==> src/rtl/arith_pkg.sv <==
// arith_pkg: shared definitions for the sequential arithmetic blocks.
//   state_t   - control FSM states (IDLE / RUN / DONE)
//   nchunk    - number of CHUNK-wide slices in a WIDTH-bit operand
//   cnt_width - width of a slice counter for n slices (never below 1 bit)
package arith_pkg;

  typedef enum logic [1:0] {
    IDLE = 2'd0,
    RUN  = 2'd1,
    DONE = 2'd2
  } state_t;

  localparam int DEFAULT_WIDTH = 28;
  localparam int DEFAULT_CHUNK = 4;

  function automatic int nchunk(input int width, input int chunk);
    return width / chunk;
  endfunction

  // A single-slice configuration still needs a 1-bit counter register.
  function automatic int cnt_width(input int n);
    return (n > 1) ? $clog2(n) : 1;
  endfunction

  localparam int DEFAULT_NCHUNK = nchunk(DEFAULT_WIDTH, DEFAULT_CHUNK);
  localparam int DEFAULT_CNT_W  = cnt_width(DEFAULT_NCHUNK);

endpackage

==> src/rtl/fs.sv <==
// fs: 1-bit full subtractor cell, computes x - y - bi.
//   x  - minuend bit
//   y  - subtrahend bit
//   bi - borrow in from the next-lower bit
//   d  - difference bit
//   bo - borrow out to the next-higher bit
module fs (
  input  logic x,
  input  logic y,
  input  logic bi,
  output logic d,
  output logic bo
);

  assign d  = x ^ y ^ bi;
  // Borrow when x is 0 and y is 1, or when x == y and a borrow arrives.
  assign bo = (~x & y) | (~(x ^ y) & bi);

endmodule

==> src/rtl/ripple_borrow_subtractor_seq.sv <==
// ripple_borrow_subtractor_seq: multi-cycle ripple-borrow subtractor.
// Computes diff = a - b - bin (mod 2^WIDTH) and bout = (a < b + bin),
// resolving CHUNK bits per clock through a chain of fs cells. The borrow
// between slices is carried in a register, so the combinational path is
// only CHUNK cells deep.
//   clk       - rising-edge clock
//   rst_n     - asynchronous active-low reset
//   in_valid  - operands valid
//   in_ready  - block accepts operands (IDLE only)
//   a, b, bin - minuend, subtrahend, borrow-in (sampled on accept)
//   out_valid - result valid (DONE only)
//   out_ready - consumer takes the result
//   diff      - registered difference
//   bout      - registered borrow-out
module ripple_borrow_subtractor_seq
  import arith_pkg::*;
#(
  parameter int WIDTH = DEFAULT_WIDTH,
  parameter int CHUNK = DEFAULT_CHUNK
) (
  input  logic             clk,
  input  logic             rst_n,
  input  logic             in_valid,
  output logic             in_ready,
  input  logic [WIDTH-1:0] a,
  input  logic [WIDTH-1:0] b,
  input  logic             bin,
  output logic             out_valid,
  input  logic             out_ready,
  output logic [WIDTH-1:0] diff,
  output logic             bout
);

  localparam int NCHUNK = nchunk(WIDTH, CHUNK);
  localparam int CNT_W  = cnt_width(NCHUNK);
  localparam logic [CNT_W-1:0] LAST_CNT = CNT_W'(NCHUNK - 1);

  generate
    if (CHUNK < 1 || (WIDTH % CHUNK) != 0) begin : g_chunk_check
      $error("ripple_borrow_subtractor_seq: WIDTH must be a multiple of CHUNK");
    end
  endgenerate

  state_t             state_reg,  state_next;
  logic [CNT_W-1:0]   cnt_reg,    cnt_next;
  logic [WIDTH-1:0]   a_reg,      a_next;
  logic [WIDTH-1:0]   b_reg,      b_next;
  logic               borrow_reg, borrow_next;
  logic [WIDTH-1:0]   diff_reg,   diff_next;
  logic               bout_reg,   bout_next;

  logic [CHUNK-1:0]   a_slice;
  logic [CHUNK-1:0]   b_slice;
  logic [CHUNK-1:0]   d_slice;
  logic [CHUNK:0]     chain;

  // Operand slice for the current counter value; constant-index mux keeps
  // every select in range for any WIDTH/CHUNK pairing.
  always_comb begin
    a_slice = '0;
    b_slice = '0;
    for (int i = 0; i < NCHUNK; i++) begin
      if (cnt_reg == CNT_W'(i)) begin
        a_slice = a_reg[i*CHUNK +: CHUNK];
        b_slice = b_reg[i*CHUNK +: CHUNK];
      end
    end
  end

  // Per-cycle borrow chain, seeded from the borrow register.
  assign chain[0] = borrow_reg;

  generate
    for (genvar gi = 0; gi < CHUNK; gi++) begin : g_cell
      fs u_fs (
        .x  (a_slice[gi]),
        .y  (b_slice[gi]),
        .bi (chain[gi]),
        .d  (d_slice[gi]),
        .bo (chain[gi+1])
      );
    end
  endgenerate

  always_comb begin
    state_next  = state_reg;
    cnt_next    = cnt_reg;
    a_next      = a_reg;
    b_next      = b_reg;
    borrow_next = borrow_reg;
    diff_next   = diff_reg;
    bout_next   = bout_reg;

    case (state_reg)
      IDLE: begin
        if (in_valid) begin
          a_next      = a;
          b_next      = b;
          borrow_next = bin;
          cnt_next    = '0;
          diff_next   = '0;
          state_next  = RUN;
        end
      end

      RUN: begin
        borrow_next = chain[CHUNK];
        for (int i = 0; i < NCHUNK; i++) begin
          if (cnt_reg == CNT_W'(i)) begin
            diff_next[i*CHUNK +: CHUNK] = d_slice;
          end
        end
        if (cnt_reg == LAST_CNT) begin
          bout_next  = chain[CHUNK];
          state_next = DONE;
        end else begin
          cnt_next = cnt_reg + CNT_W'(1);
        end
      end

      DONE: begin
        if (out_ready) begin
          state_next = IDLE;
        end
      end

      default: state_next = IDLE;
    endcase
  end

  always_ff @(posedge clk or negedge rst_n) begin
    if (!rst_n) begin
      state_reg  <= IDLE;
      cnt_reg    <= '0;
      a_reg      <= '0;
      b_reg      <= '0;
      borrow_reg <= 1'b0;
      diff_reg   <= '0;
      bout_reg   <= 1'b0;
    end else begin
      state_reg  <= state_next;
      cnt_reg    <= cnt_next;
      a_reg      <= a_next;
      b_reg      <= b_next;
      borrow_reg <= borrow_next;
      diff_reg   <= diff_next;
      bout_reg   <= bout_next;
    end
  end

  assign in_ready  = (state_reg == IDLE);
  assign out_valid = (state_reg == DONE);
  assign diff      = diff_reg;
  assign bout      = bout_reg;

endmodule

==> config.mk <==
export PLATFORM = sky130hd
export DESIGN_NAME = ripple_borrow_subtractor_seq
export DESIGN_NICKNAME = d
export VERILOG_FILES = /design/src/rtl/arith_pkg.sv /design/src/rtl/fs.sv /design/src/rtl/ripple_borrow_subtractor_seq.sv
export SDC_FILE = /design/constraint.sdc
export NUM_CORES = 1
export LEC_CHECK = 0
export ABC_CLOCK_PERIOD_IN_PS = 4400
export BUFFER_PORTS_ARGS = -buffer_cell sky130_fd_sc_hd__buf_2
export CAP_MARGIN = 10
export CELL_PAD_IN_SITES_DETAIL_PLACEMENT = 1
export CELL_PAD_IN_SITES_GLOBAL_PLACEMENT = 1
export CORE_UTILIZATION = 42
export CTS_BUF_LIST = sky130_fd_sc_hd__clkbuf_2
export CTS_CLUSTER_DIAMETER = 100
export DETAILED_ROUTE_END_ITERATION = 10
export PLACE_DENSITY = 0.86
export SYNTH_ARGS = -nofsm -noshare
export SYNTH_HDL_FRONTEND = slang
export SYNTH_HIERARCHICAL = 1
export SYNTH_SLANG_ARGS = --single-unit
==> constraint.sdc <==
create_clock -name clk -period 4.4 [get_ports clk]
set_input_delay 0.22 -clock clk [delete_from_list [all_inputs] [get_ports clk]]
set_output_delay 0.22 -clock clk [all_outputs]
set_load 0.005 [all_outputs]
==> results.md <==
* Status: completed
* Slew Limit Fails at 0
* Critical path class: reg2reg
* Global Route Usage Sum at 28.1%
* Rows at 36
* Synth area leader: dfrtp_1
* Commonest non-fill, non-tap cell in the layout: nand2_1
* R2r endpoint: diff[15]$_DFFE_PN0P_
* Layout cells sized above 1 at 19.1%
* Multiplexer share of the synthesized area at 0%
* Largest net degree at the start of global routing at 49
* TNS Setup at 0 ns
* Initial antenna violation count at 0
* Crit. End Element: flop
* Synth area leaders: dfrtp_1, nand2_1, o21ai_0
* Number of synthesized flops with an enable pin at 0
* # IOs at 92
* Final Util at a little under three fifths
* Area taken by multi-input logic gates at ~1800 um2
* Syn Nets at 576
* Setup crit start kind: flop
* Core area at 9860 um2
* Crit share post-route at 91.5%
* GP Congestion at 0.845
* Main combinational cell family by area after synthesis: simple AND/OR/NAND/NOR gates
* Simple-Gate Fraction of Synth Area at 24.8%
* PortBufs at 91
* DRC errors left at 0
* Unrepaired setup endpoints after global routing: no
* Num CTS Buffers at 9
* Number of DRC markers in iteration 0 at 178
* Synth Area in XOR/XNOR at 0%
* Htree depth at 3
* Sequential cell area at around 2300 um2
* PwrDens at approximately 760 nW/um2
* Routed WL per cell at around 17 um
* Seq/Total Area, Yosys at around 53%
* Initial Util at a little over two fifths
* Final Critical Period at 4.03 ns
* P&R area growth vs syn at 30.9%
* Max clock buf depth at 2
* Synth Area in Adders at under 10%
* Gate power share at 53.0%
* Routed WL at 13.7 mm
* Vias per cell at a little over 5
* R2r setup slk at between 0.3 and 0.4 ns
* Hold Path Class: in2reg
* Slew margin rel. at between 50 and 60%
* Hold Path Sink: b_reg[16]$_DFFE_PN0P_
* Most used DFF post-synth: dfrtp_1
* Die area at around 11000 um2
* Final hold violation count at 0
* First-pass GRT wire length at 22.1 mm
* Root Buffer: clkbuf_2
* Yosys Warn Count at 6
* Die width at 103 um
* Final nets at ~720
* Post-synth top area share at between 50% and 60%
* Hold Path Depth at 4
* Pint at 2.27 mW
* Worst R2R Start: cnt_reg[0]$_DFFE_PN0P_
* Sw Ratio at 47.0%
* Fill cells at 1209
* Leakage power at 2.92 nW
* Number of synthesized register bits at 91
* Final Setup Violations at 0
* CTS sink count at 91
* Compound-Gate Fraction of Synth Area at 13.9%
* Worst Skew at 0.0479 ns
* CP Data Arrival Time at roughly 4.6 ns
* Syn Std Cell Area at 4310 um2
* CP Max Fanout at 7
* Grt ovf at 0
* Vias in the first global route at ~4300
* Most frequent cells in the layout: nand2_1, dfrtp_1, buf_2
* CTS tree: yes
* R2r worst-path depth at 20
* Hold_sp: in_valid
* Syn avg cell area at around 8.5 um2
* Required time worst endpoint at around 5 ns
* Slew of the pin with the lowest slew margin at 0.647 ns
* Distinct cells, synth at 31
* Ys async rst share at between 90% and 100%
* TritonRoute pass-1 iters at 5
* Detail Placement HPWL at 8.84 mm
* NetSw at 2.01 mW
* DR vias at 4069
* Clk_lat worst skew at 0.62 ns
* DIE HEIGHT at 103 um
* Placement Setup Slack at 0.327 ns
* Maximum vdd ir drop at 0.476 mV
* Peak Freq at 248 MHz
* Post-route ant nets at 0
* Syn Inst Count at 506
* Seq pwr share at 34.1%
* Worst setup margin at 0.374 ns
* Clock power frac at about an eighth
* Reg clk slew, reported paths at 0.26 ns
* Max-cap violations at 0
-- repair_timing --
item,CTS,global route
setup buffers,0,0
endpoints found under the setup margin,0,1
endpoints found under the hold margin,105,0
resized for setup,0,2
hold buffers,60,0
-- logic make-up (layout without fill, tap and decap cells) --
family                     count (synthesis)  count (layout)
other                                      0               1
adders and majority gates                  9               9
and+or+nand+nor                          262             262
AOI/OAI and AO/OA                         94              94
DFF                                       91              91
buffers and inverters                     50             197
-- synthesized netlist by cell type, types with 4 or more instances --
cell type  count
a22oi_1        9
buf_2         21
inv_1         18
and3_1         4
a22o_1        19
a221oi_1       7
ha_1           5
nor2_1         6
fa_1           4
dfrtp_1       91
nand2_1      227
nor2b_1       11
clkbuf_1       7
o21ai_0       51
nand3_1        5
-- layer usage --
layer / vias to the layer above / GRT usage [%] / part of all wire (%)
met5: - / 0 / 0
met4: 0 / 10.1 / 2.3
met3: 24 / 3.56 / 3.6
met2: 112 / 49.2 / 51
met1: 2010 / 35.8 / 43
li1: 1923 / - / -
-- power groups by stage --
| stage | logic, mW | registers (mW) | clock network, mW |
|---|---|---|---|
| global placement | 2.04 | 1.46 | 0 |
| floorplan | 1.49 | 1.37 | 0 |
| global route | 2.57 | 1.50 | 0.589 |
| detailed placement | 2.20 | 1.48 | 0 |
| finish | 2.27 | 1.46 | 0.549 |
| CTS | 2.25 | 1.46 | 0.552 |
-- per-stage QoR --
stage	std cells	area, um2	total power, mW	hold WS (ns)
floorplan	506	4310	2.86	-0.0756
global placement	710	4860	3.50	0.264
detailed placement	710	4860	3.67	0.272
CTS	786	5630	4.26	0.0697
global route	786	5630	4.66	0.0775
finish	787	5630	4.28	0.102
-- worst max-delay path, cell delays in order, from the launching register on --
cell     delay [ns]
dfrtp_1        0.46
ha_1           0.21
ha_1           0.21
nor2_2         0.20
o21ai_0        0.12
o21ai_0        0.21
a22o_1         0.17
inv_1          0.05
fa_1           0.40
inv_1          0.07
inv_1          0.05
fa_1           0.35
inv_1          0.06
inv_1          0.04
fa_1           0.35
inv_1          0.08
fa_1           0.42
inv_1          0.21
nand2_1        0.07
o21ai_0        0.08
a22o_1         0.16
-- layout make-up --
class	instances	area share [%]
Clock inverter	7	2.07
Antenna cell	1	0.0444
Multi-Input combinational cell	365	32.3
Inverter	20	1.33
Sequential cell	91	40.4
Tap cell	133	2.95
Clock buffer	9	0.799
Timing Repair Buffer	161	20.1
-- how the worst max path moves through the flow --
stage	startpoint	to	slack [ns]
finish	cnt_reg[0]$_DFFE_PN0P_	diff[15]$_DFFE_PN0P_	0.37
global route	cnt_reg[0]$_DFFE_PN0P_	diff[15]$_DFFE_PN0P_	0.01
CTS	cnt_reg[0]$_DFFE_PN0P_	diff[15]$_DFFE_PN0P_	0.28
detailed placement	cnt_reg[0]$_DFFE_PN0P_	diff[15]$_DFFE_PN0P_	0.33
global placement	cnt_reg[0]$_DFFE_PN0P_	diff[15]$_DFFE_PN0P_	0.54
floorplan	cnt_reg[0]$_DFFE_PN0P_	diff[15]$_DFFE_PN0P_	0.67
Note: power is estimated with default switching activity, not from simulation.
